### src/rtl/mem_arb_pkg.sv
// Shared types and defaults for the main-memory port arbiter.
// The I and D cache controllers are the two requesters; one transaction
// is in flight on the memory port at any time.
package mem_arb_pkg;

    // Default widths for a 10-bit address (tag 3, index 5, offset 2).
    localparam int ADDR_W_DEF  = 10;
    localparam int DATA_W_DEF  = 32;
    localparam int LINE_W_DEF  = 128;

    // Watchdog: maximum BUSY cycles without mem_ready, held in an 8-bit counter.
    localparam int TIMEOUT_DEF = 255;
    localparam int WD_W        = 8;

    typedef enum logic [1:0] {
        IDLE = 2'd0,
        BUSY = 2'd1,
        RESP = 2'd2
    } state_e;

    typedef enum logic {
        OWN_I = 1'b0,
        OWN_D = 1'b1
    } owner_e;

endpackage

### src/rtl/rr_picker.sv
// Two-way round-robin choice between the I and D requesters.
// When both request, the side that did not win last time is chosen;
// a single requester always wins.
module rr_picker
    import mem_arb_pkg::*;
(
    input  logic   i_req,
    input  logic   d_req,
    input  owner_e last_grant,
    output logic   grant_valid,
    output owner_e grant_owner
);

    // Pick the owner of the next transaction from the current requests.
    always_comb begin
        grant_valid = i_req | d_req;
        grant_owner = OWN_I;
        if (i_req && d_req) begin
            grant_owner = (last_grant == OWN_I) ? OWN_D : OWN_I;
        end else if (d_req) begin
            grant_owner = OWN_D;
        end
    end

endmodule

### src/rtl/mem_port_arbiter.sv
// Main-memory port arbiter shared by the I-cache and D-cache controllers.
// IDLE grants a requester, BUSY holds the command on the memory port until
// mem_ready (or watchdog expiry), RESP pulses the owner's ready for one cycle.
module mem_port_arbiter
    import mem_arb_pkg::*;
#(
    parameter int ADDR_W  = ADDR_W_DEF,
    parameter int DATA_W  = DATA_W_DEF,
    parameter int LINE_W  = LINE_W_DEF,
    parameter int TIMEOUT = TIMEOUT_DEF
) (
    input  logic              clk,
    input  logic              reset,

    input  logic              i_req,
    input  logic [ADDR_W-1:0] i_addr,
    output logic              i_ready,

    input  logic              d_req,
    input  logic              d_we,
    input  logic [ADDR_W-1:0] d_addr,
    input  logic [DATA_W-1:0] d_wdata,
    output logic              d_ready,

    output logic [LINE_W-1:0] rdata,

    output logic              mem_read,
    output logic              mem_write,
    output logic [ADDR_W-1:0] mem_addr,
    output logic [DATA_W-1:0] mem_wdata,
    input  logic [LINE_W-1:0] mem_rdata,
    input  logic              mem_ready,

    output logic              timeout_err
);

    // Watchdog fires on the TIMEOUT-th BUSY cycle (count starts at 0).
    localparam logic [WD_W-1:0] WD_LAST = WD_W'(TIMEOUT - 1);

    state_e              r_state;
    state_e              w_state_nxt;
    owner_e              r_owner;
    owner_e              r_last_grant;
    logic                r_we;
    logic [ADDR_W-1:0]   r_mem_addr;
    logic [DATA_W-1:0]   r_mem_wdata;
    logic [LINE_W-1:0]   r_rdata;
    logic [WD_W-1:0]     r_wd_cnt;
    logic                r_timeout_err;

    logic                w_grant_valid;
    owner_e              w_grant_owner;
    logic                w_grant;
    logic                w_done;
    logic                w_expire;

    rr_picker u_rr_picker (
        .i_req       (i_req),
        .d_req       (d_req),
        .last_grant  (r_last_grant),
        .grant_valid (w_grant_valid),
        .grant_owner (w_grant_owner)
    );

    // Next-state decode: grant in IDLE, complete or time out in BUSY, one RESP cycle.
    always_comb begin
        w_state_nxt = r_state;
        w_grant     = 1'b0;
        w_done      = 1'b0;
        w_expire    = 1'b0;
        unique case (r_state)
            IDLE: begin
                if (w_grant_valid) begin
                    w_grant     = 1'b1;
                    w_state_nxt = BUSY;
                end
            end
            BUSY: begin
                if (mem_ready) begin
                    w_done      = 1'b1;
                    w_state_nxt = RESP;
                end else if (r_wd_cnt == WD_LAST) begin
                    w_expire    = 1'b1;
                    w_state_nxt = RESP;
                end
            end
            RESP: begin
                w_state_nxt = IDLE;
            end
            default: begin
                w_state_nxt = IDLE;
            end
        endcase
    end

    // State register; reset abandons any in-flight transaction.
    always_ff @(posedge clk or posedge reset) begin
        if (reset) begin
            r_state <= IDLE;
        end else begin
            r_state <= w_state_nxt;
        end
    end

    // Latch owner, command and address at grant; they stay fixed through BUSY.
    always_ff @(posedge clk or posedge reset) begin
        if (reset) begin
            r_owner      <= OWN_I;
            r_last_grant <= OWN_I;
            r_we         <= 1'b0;
            r_mem_addr   <= '0;
            r_mem_wdata  <= '0;
        end else if (w_grant) begin
            r_owner      <= w_grant_owner;
            r_last_grant <= w_grant_owner;
            if (w_grant_owner == OWN_D) begin
                r_we       <= d_we;
                r_mem_addr <= d_addr;
                if (d_we) begin
                    r_mem_wdata <= d_wdata;
                end
            end else begin
                r_we       <= 1'b0;
                r_mem_addr <= i_addr;
            end
        end
    end

    // Watchdog counter: cleared at grant, advances every BUSY cycle.
    always_ff @(posedge clk or posedge reset) begin
        if (reset) begin
            r_wd_cnt <= '0;
        end else if (w_grant) begin
            r_wd_cnt <= '0;
        end else if (r_state == BUSY) begin
            r_wd_cnt <= r_wd_cnt + 1'b1;
        end
    end

    // Capture the returned line, or zero it and raise the sticky error on expiry.
    always_ff @(posedge clk or posedge reset) begin
        if (reset) begin
            r_rdata       <= '0;
            r_timeout_err <= 1'b0;
        end else if (w_done) begin
            r_rdata <= mem_rdata;
        end else if (w_expire) begin
            r_rdata       <= '0;
            r_timeout_err <= 1'b1;
        end
    end

    // Strobes and ready pulses decode straight from the registered state,
    // so an asynchronous reset drops them without waiting for a clock edge.
    assign mem_read    = (r_state == BUSY) && !r_we;
    assign mem_write   = (r_state == BUSY) &&  r_we;
    assign mem_addr    = r_mem_addr;
    assign mem_wdata   = r_mem_wdata;
    assign i_ready     = (r_state == RESP) && (r_owner == OWN_I);
    assign d_ready     = (r_state == RESP) && (r_owner == OWN_D);
    assign rdata       = r_rdata;
    assign timeout_err = r_timeout_err;

endmodule

### config.mk
export PLATFORM = sky130hd
export DESIGN_NAME = mem_port_arbiter
export DESIGN_NICKNAME = d
export VERILOG_FILES = /design/src/rtl/mem_arb_pkg.sv /design/src/rtl/rr_picker.sv /design/src/rtl/mem_port_arbiter.sv
export SDC_FILE = /design/constraint.sdc
export NUM_CORES = 1
export LEC_CHECK = 0
export BUFFER_PORTS_ARGS = -buffer_cell sky130_fd_sc_hd__buf_2
export CAP_MARGIN = 20
export CORE_UTILIZATION = 43
export CTS_CLUSTER_DIAMETER = 100
export DETAILED_ROUTE_END_ITERATION = 7
export GPL_TIMING_DRIVEN = 0
export PLACE_DENSITY_LB_ADDON = 0.15
export SYNTH_ARGS = -nofsm -noshare
export SYNTH_HDL_FRONTEND = slang
export SYNTH_SLANG_ARGS = --single-unit
### constraint.sdc
create_clock -name clk -period 5.5 [get_ports clk]
set_clock_uncertainty 0.2 [all_clocks]
set_input_delay 0.55 -clock clk [delete_from_list [all_inputs] [get_ports clk]]
set_output_delay 0.55 -clock clk [all_outputs]
set_load 0.01 [all_outputs]
==> results of run 1 <==
-- logic make-up after synthesis --
family,Yosys count
compound gates,277
flops,183
simple gates,151
buf+inv,68
mux,53
fa+ha+maj,2
-- cell type report --
cell class,instances,area [um^2],area share
Sequential cell,183,4579,0.4139
Multi-Input combinational cell,483,3318,0.2999
Timing Repair Buffer,367,1932,0.1746
Clock buffer,18,439.2,0.03970
Buffer,63,319.1,0.02884
Tap cell,234,292.8,0.02646
Clock inverter,14,150.1,0.01357
Inverter,5,22.52,0.002036
Antenna cell,4,10.01,0.0009048
-- synth_stat cells (2+ instances only) --
cell,number,share of area
buf_2,23,0.014
o221ai_1,2,0.0021
clkbuf_2,4,0.0024
dfrtp_1,183,0.56
o211ai_1,2,0.0018
buf_6,2,0.0027
buf_1,4,0.0018
mux2_2,52,0.071
a22oi_1,128,0.12
inv_1,5,0.0023
o21ai_0,109,0.066
o21ai_1,25,0.015
nand2_1,3,0.0014
ha_1,2,0.0030
o31ai_1,2,0.0018
or3_1,2,0.0015
nand2b_1,129,0.098
clkbuf_1,21,0.0096
buf_4,9,0.0082
and3b_1,2,0.0021
nor2_1,5,0.0023
a21oi_1,3,0.0018
-- placed cells by master (no fill, tap or decap), types with 2 or more instances in the layout --
cell       Yosys  routed
buf_2         23     383
a22oi_1      128     128
o21ai_1       25      25
buf_4          9       9
clkbuf_2       4       4
inv_1          5       4
a21oi_1        3       3
nand2_1        3       3
o211ai_1       2       2
clkbuf_1      21      21
buf_6          2       2
nand2b_1     129     129
ha_1           2       2
dfrtp_1      183     183
clkbuf_16      0      17
o31ai_1        2       2
and3b_1        2       2
o221ai_1       2       2
nor2_1         5       5
buf_12         0       6
buf_1          4       4
o21ai_0      109     109
diode_2        0       4
inv_6          0       7
or3_1          2       2
mux2_2        52      52
inv_8          0       4
-- through the flow --
step,utilization,total power [mW]
2_1_floorplan,-,4.012
3_3_place_gp,0.5506,5.093
3_5_place_dp,0.5570,5.172
4_1_cts,0.5889,6.430
5_1_grt,0.5895,6.838
6_report,0.5895,6.375
-- worst max-delay path: cells and delay by family, from the launching register on --
kind / cells / cell delay, ns
buffers and inverters: 3 / 0.62
AND/OR/NAND/NOR: 2 / 0.22
flip-flops: 1 / 0.46
-- state kept, by name, indices dropped and copies added, names as in the netlist --
register      count
rdata           128
mem_addr         10
r_state           2
r_wd_cnt          8
r_last_grant      1
timeout_err       1
r_we              1
mem_wdata        32
-- final timing paths --
kind	startpoint	depth (start not counted)	slack, ns	to
max in group asynchronous	reset	7	3.65	rdata[107]
worst max register to register	r_state[0]	5	3.57	mem_addr[0]
worst max-delay path	r_state[1]	5	3.02	mem_write
worst min-delay path	i_req	2	0.14	r_last_grant
min in group asynchronous	reset	3	0.36	rdata[36]
worst min register to register	timeout_err	1	0.26	timeout_err
-- power by group through the flow --
| stage | Combinational (mW) | Clock [mW] | Sequential [mW] |
|---|---|---|---|
| after global routing | 2.94 | 1.32 | 2.58 |
| final | 2.65 | 1.24 | 2.49 |
| after CTS | 2.68 | 1.27 | 2.49 |
| after detailed placement | 2.67 | 0 | 2.51 |
| after floorplan | 1.26 | 0 | 2.75 |
| after global placement | 2.62 | 0 | 2.48 |
-- layer usage --
layer  vias to the layer above  GRT usage  wire length (um)
met4                         0    0.09427               511
li1                       3434          -                 -
met3                        38    0.06393              1799
met2                       275     0.4042             11730
met5                         -          0                 0
met1                      3569     0.3201             10140
==> flow_metrics.py, run 1 <==
metrics = {
    "sta": {
        "relSlewSlack": 0.5354,
        "grt_setup_unrepaired": "no",
        "setup_viol": 0,
        "timing.final.crit_share": 0.4506,
        "postLayoutSetupSlackWorst_ns": 3.021,
        "clock.fmax_mhz": 403.5,
        "hold_violations": 0,
        "worstMarginPinSlew_ns": 0.6969,
        "tns_ns": 0,
        "slew_viol_final": 0,
        "min_period_ns": 2.479,
        "whs_ns": 0.1374,
    },
    "floorplan": {
        "ios": 361,
        "die_y_um": 140.4,
        "die_w_um": 140.4,
        "start_util": 0.4388,
        "die_area_um2": 19710,
        "rows": 50,
        "core_area_um2": 18770,
    },
    "power_and_ir_drop": {
        "p_sw_frac": 0.3882,
        "combPwrFrac": 0.415,
        "sequentialPowerShare": 0.390,
        "power_density_nw_per_um2": 576.3,
        "peakVddDrop_v": 0.0002576,
        "power.switching_mw": 2.475,
        "p_leak_nw": 5.170,
        "power_frac_clock": 0.194,
        "internal-power_mw": 3.900,
    },
    "worst_setup_path": {
        "cpMaxStageDelayCell": "dfrtp_1",
        "critPathRequiredTime_ns": 4.75,
        "critPathMostFrequentCell": "buf_2",
        "cp-start-kind": "flip-flop",
        "crit_arrival_ns": 1.73,
        "cpPeakStageDelay_ns": 0.46,
        "worstPathMaxFanout": 10,
        "worstSetupPathType": "reg2out",
        "crit_chain": "nand2b_1 > buf_2 > buf_2 > nor2_1 > buf_2",
        "endpoint_kind": "primary output",
    },
    "clocking": {
        "cts_resized": 0,
        "clockBufferDepth": 2,
        "cts.sinks": 183,
        "clk_latency_ns": 0.42,
        "ctsHoldBuffers": 1,
        "cts_buffers": 17,
        "clk_pin_slew_ns": 0.07,
        "post_cts_buffers": 0,
        "cts_root_buf": "clkbuf_16",
        "h-tree-depth": 4,
        "cts_tree": "yes",
    },
    "final_layout": {
        "fin_cells": 1371,
        "final_cell_area_um2": 11060,
        "syn_to_final_growth_pct": 34.34,
        "fin_nets": 1308,
        "n_fill_cell": 1652,
        "drive_gt1_frac": 0.4351,
    },
    "status": {
        "status": "finished, final reports clean",
    },
    "yosys": {
        "synth_top_family_by_area": "compound AO/OA/AOI/OAI gates",
        "ys_seq_area_frac": 0.5561,
        "synth_edf_count": 0,
        "synthArstFlopShare": 1.000,
        "ys_types": 39,
        "synth_top_flop_cell": "dfrtp_1",
        "muxShareOfSynthArea": 0.07232,
        "syn_area_um2": 8235,
        "yosys.area_share.adder": 0.003039,
        "postSynthCellCount": 734,
        "synth_compound_area_frac": 0.2113,
        "syn-num-nets": 922,
        "synth-simple-area-share": 0.1162,
        "synthXorXnorAreaFrac": 0,
        "ys_ff_latch": 183,
        "synth.avg_cell_area_um2": 11.22,
        "ys_warn_count": 0,
    },
    "global_route": {
        "antenna_found_initial": 4,
        "grt_max_degree": 38,
        "grt_pass1_wl_um": 38400,
        "grt_usage": 0.2489,
        "overflow": 0,
        "grt_pass1_vias": 7215,
    },
    "route": {
        "detail-route-antenna-nets": 0,
        "dr_total_vias": 7316,
        "dr.pass1.iters": 6,
        "wl_per_cell_um": 17.64,
        "routed_wl_um": 24180,
        "drt_iter0_drc": 384,
        "vias_per_cell": 5.336,
        "drc_errors": 0,
    },
    "hold_path": {
        "hold_path_class": "in2reg",
    },
    "placed_design": {
        "io_buffers": 360,
        "dp_hpwl_um": 17770,
        "place_ws_ns": 3.281,
        "placed_cells": 1334,
        "place_area_um2": 10450,
        "gp_congestion": 0.8156,
    },
    "run": {
        "maxCapViolations": 0,
    },
}
Power figures use the tool's default switching activity.
==> run 2, diff against run 1 <==
==> constraint.sdc (replaced) <==
create_clock -name clk -period 2 [get_ports clk]
set_clock_uncertainty 0.2 [all_clocks]
set_input_delay 0.2 -clock clk [delete_from_list [all_inputs] [get_ports clk]]
set_output_delay 0.2 -clock clk [all_outputs]
set_load 0.01 [all_outputs]
==> run 2 against run 1 <==
Against the previous run:
- sequential share of layout area shrank 6.0 points
- register-to-register slack worse by 3.5 ns
- clock power rose to 2.8 times the previous value
- sequential power rose to 2.8 times the previous value
- setup slack worse by 2.9 ns
- first-iteration DRC count rose by 14%
- wire length is 13% higher
==> flow_metrics.py, run 2 (same netlist as run 1, synthesis figures left out) <==
metrics = {
    "status": {
        "status": "finished, final reports clean",
    },
    "route": {
        "drc_errors": 0,
        "detail-route-antenna-nets": 0,
        "wl_per_cell_um": 17.61,
        "drt_iter0_drc": 439,
        "vias_per_cell": 5.280,
        "routed_wl_um": 27350,
        "dr.pass1.iters": 5,
        "dr_total_vias": 8200,
    },
    "floorplan": {
        "ios": 361,
        "core_area_um2": 18770,
        "die_area_um2": 19710,
        "die_y_um": 140.4,
        "die_w_um": 140.4,
        "rows": 50,
        "start_util": 0.4388,
    },
    "sta": {
        "relSlewSlack": 0.5445,
        "whs_ns": 0.009775,
        "hold_violations": 0,
        "timing.final.crit_share": 0.9491,
        "worstMarginPinSlew_ns": 0.6833,
        "setup_viol": 0,
        "min_period_ns": 1.898,
        "clock.fmax_mhz": 526.8,
        "slew_viol_final": 0,
        "grt_setup_unrepaired": "yes",
    },
    "worst_setup_path": {
        "r2r_start": "r_state[0]",
        "rr_worst_depth": 5,
        "worstPathMaxFanout": 10,
        "crit_arrival_ns": 2.03,
        "critPathRequiredTime_ns": 2.13,
        "endpoint_kind": "flip-flop",
        "reg2reg_to": "rdata[124]",
        "cp-start-kind": "flip-flop",
        "r2r_slack_ns": 0.10,
        "worstSetupPathType": "reg2reg",
    },
    "power_and_ir_drop": {
        "peakVddDrop_v": 0.0007560,
        "p_leak_nw": 5.954,
        "power_density_nw_per_um2": 1394,
        "power_mw": 18.03,
    },
    "clocking": {
        "cts.sinks": 183,
        "cts_tree": "yes",
        "clk_latency_ns": 0.43,
        "h-tree-depth": 4,
        "cts_buffers": 17,
        "clockBufferDepth": 2,
        "clk_pin_slew_ns": 0.07,
        "cts_root_buf": "clkbuf_16",
    },
    "global_route": {
        "grt_usage": 0.2819,
        "grt_max_degree": 38,
        "overflow": 0,
        "grt_pass1_vias": 8465,
        "grt.met2_usage": 0.4668,
        "met3_usage": 0.06735,
        "antenna_found_initial": 0,
        "grt-busiest-layer": "met2",
        "grt_use_met1": 0.3510,
        "grt_pass1_wl_um": 43770,
    },
    "final_layout": {
        "final_cell_mix": "buf_2 (381), dlygate4sd3_1 (185), dfrtp_1 (181)",
        "antenna_cells": 0,
        "largest_reg_flops": 128,
        "syn_to_final_growth_pct": 57.02,
        "mostFrequentLayoutCell": "buf_2",
        "drive_gt1_frac": 0.3791,
        "fin_nets": 1494,
        "final_cell_area_um2": 12930,
        "final_util": 0.6890,
    },
    "placed_design": {
        "place_area_um2": 10450,
        "dp_hpwl_um": 17770,
        "io_buffers": 360,
        "gp_congestion": 0.8156,
    },
    "hold_path": {
        "hold_path_class": "in2async",
    },
    "run": {
        "maxCapViolations": 0,
    },
}
## run 2: cell count changes in the layout (fill, tap and decap cells not counted), sizes merged
cell         delta
clkbuf          -3
dlygate4sd3   +184
buf             +5
diode           -4
## run 2: what timing repair did
item,in CTS,in global routing
setup endpoints to repair,2,14
hold buffers,185,0
pin swaps,0,1
resized for setup,4,9
buffers inserted,2,1
endpoints found under the hold margin,292,0
## run 2: how the worst max path moves through the flow
| stage | to | cells after the start | from | slack [ns] |
|---|---|---|---|---|
| 2_1_floorplan | mem_addr[0] | 1 | reset | -0.75 |
| 3_3_place_gp | rdata[98] | 2 | reset | -2.03 |
| 3_5_place_dp | mem_addr[4] | 5 | r_state[0] | 0.06 |
| 4_1_cts | mem_write | 5 | r_state[1] | 0.02 |
| 5_1_grt | rdata[3] | 5 | r_state[0] | -0.05 |
| 6_report | rdata[124] | 5 | r_state[0] | 0.10 |
## run 2: routing by layer
metal,vias up,part of all wire
li1,3800,-
met1,3984,0.41
met2,343,0.48
met3,73,0.068
met4,0,0.036
met5,-,0
## run 2: power by group
| part | total, mW | switching (mW) | internal [mW] | leakage [nW] |
|---|---|---|---|---|
| logic | 7.75 | 4.08 | 3.67 | 3.56 |
| clock network | 3.41 | 1.60 | 1.82 | 0.295 |
| registers | 6.87 | 1.34 | 5.53 | 2.09 |
## run 2: final cells by class
class                   instances  area, um^2
plain buffers                  62       325.3
well taps                     234       292.8
fillers                      1386        5837
repair buffers                554        3796
flip-flops and latches        183        4582
clock inverters                14       150.1
inverters                       5       22.52
clock buffers                  18       439.2
multi-input cells             483        3323
## run 2: worst max-delay path, cell delays in order, from the launching register on
cell and delay (ns):
dfrtp_2 0.47, nand2b_1 0.12, buf_2 0.29, clkbuf_1 0.42, a22oi_1 0.18, o21ai_0 0.12
## run 2: per-stage QoR
step | instances | setup TNS (ns) | setup slack [ns]
floorplan | 734 | -137.35 | -0.7506
global placement | 1328 | -367.79 | -2.029
detailed placement | 1334 | 0 | 0.05684
CTS | 1553 | 0 | 0.01925
global route | 1553 | -0.2874 | -0.05263
finish | 1553 | 0 | 0.1019
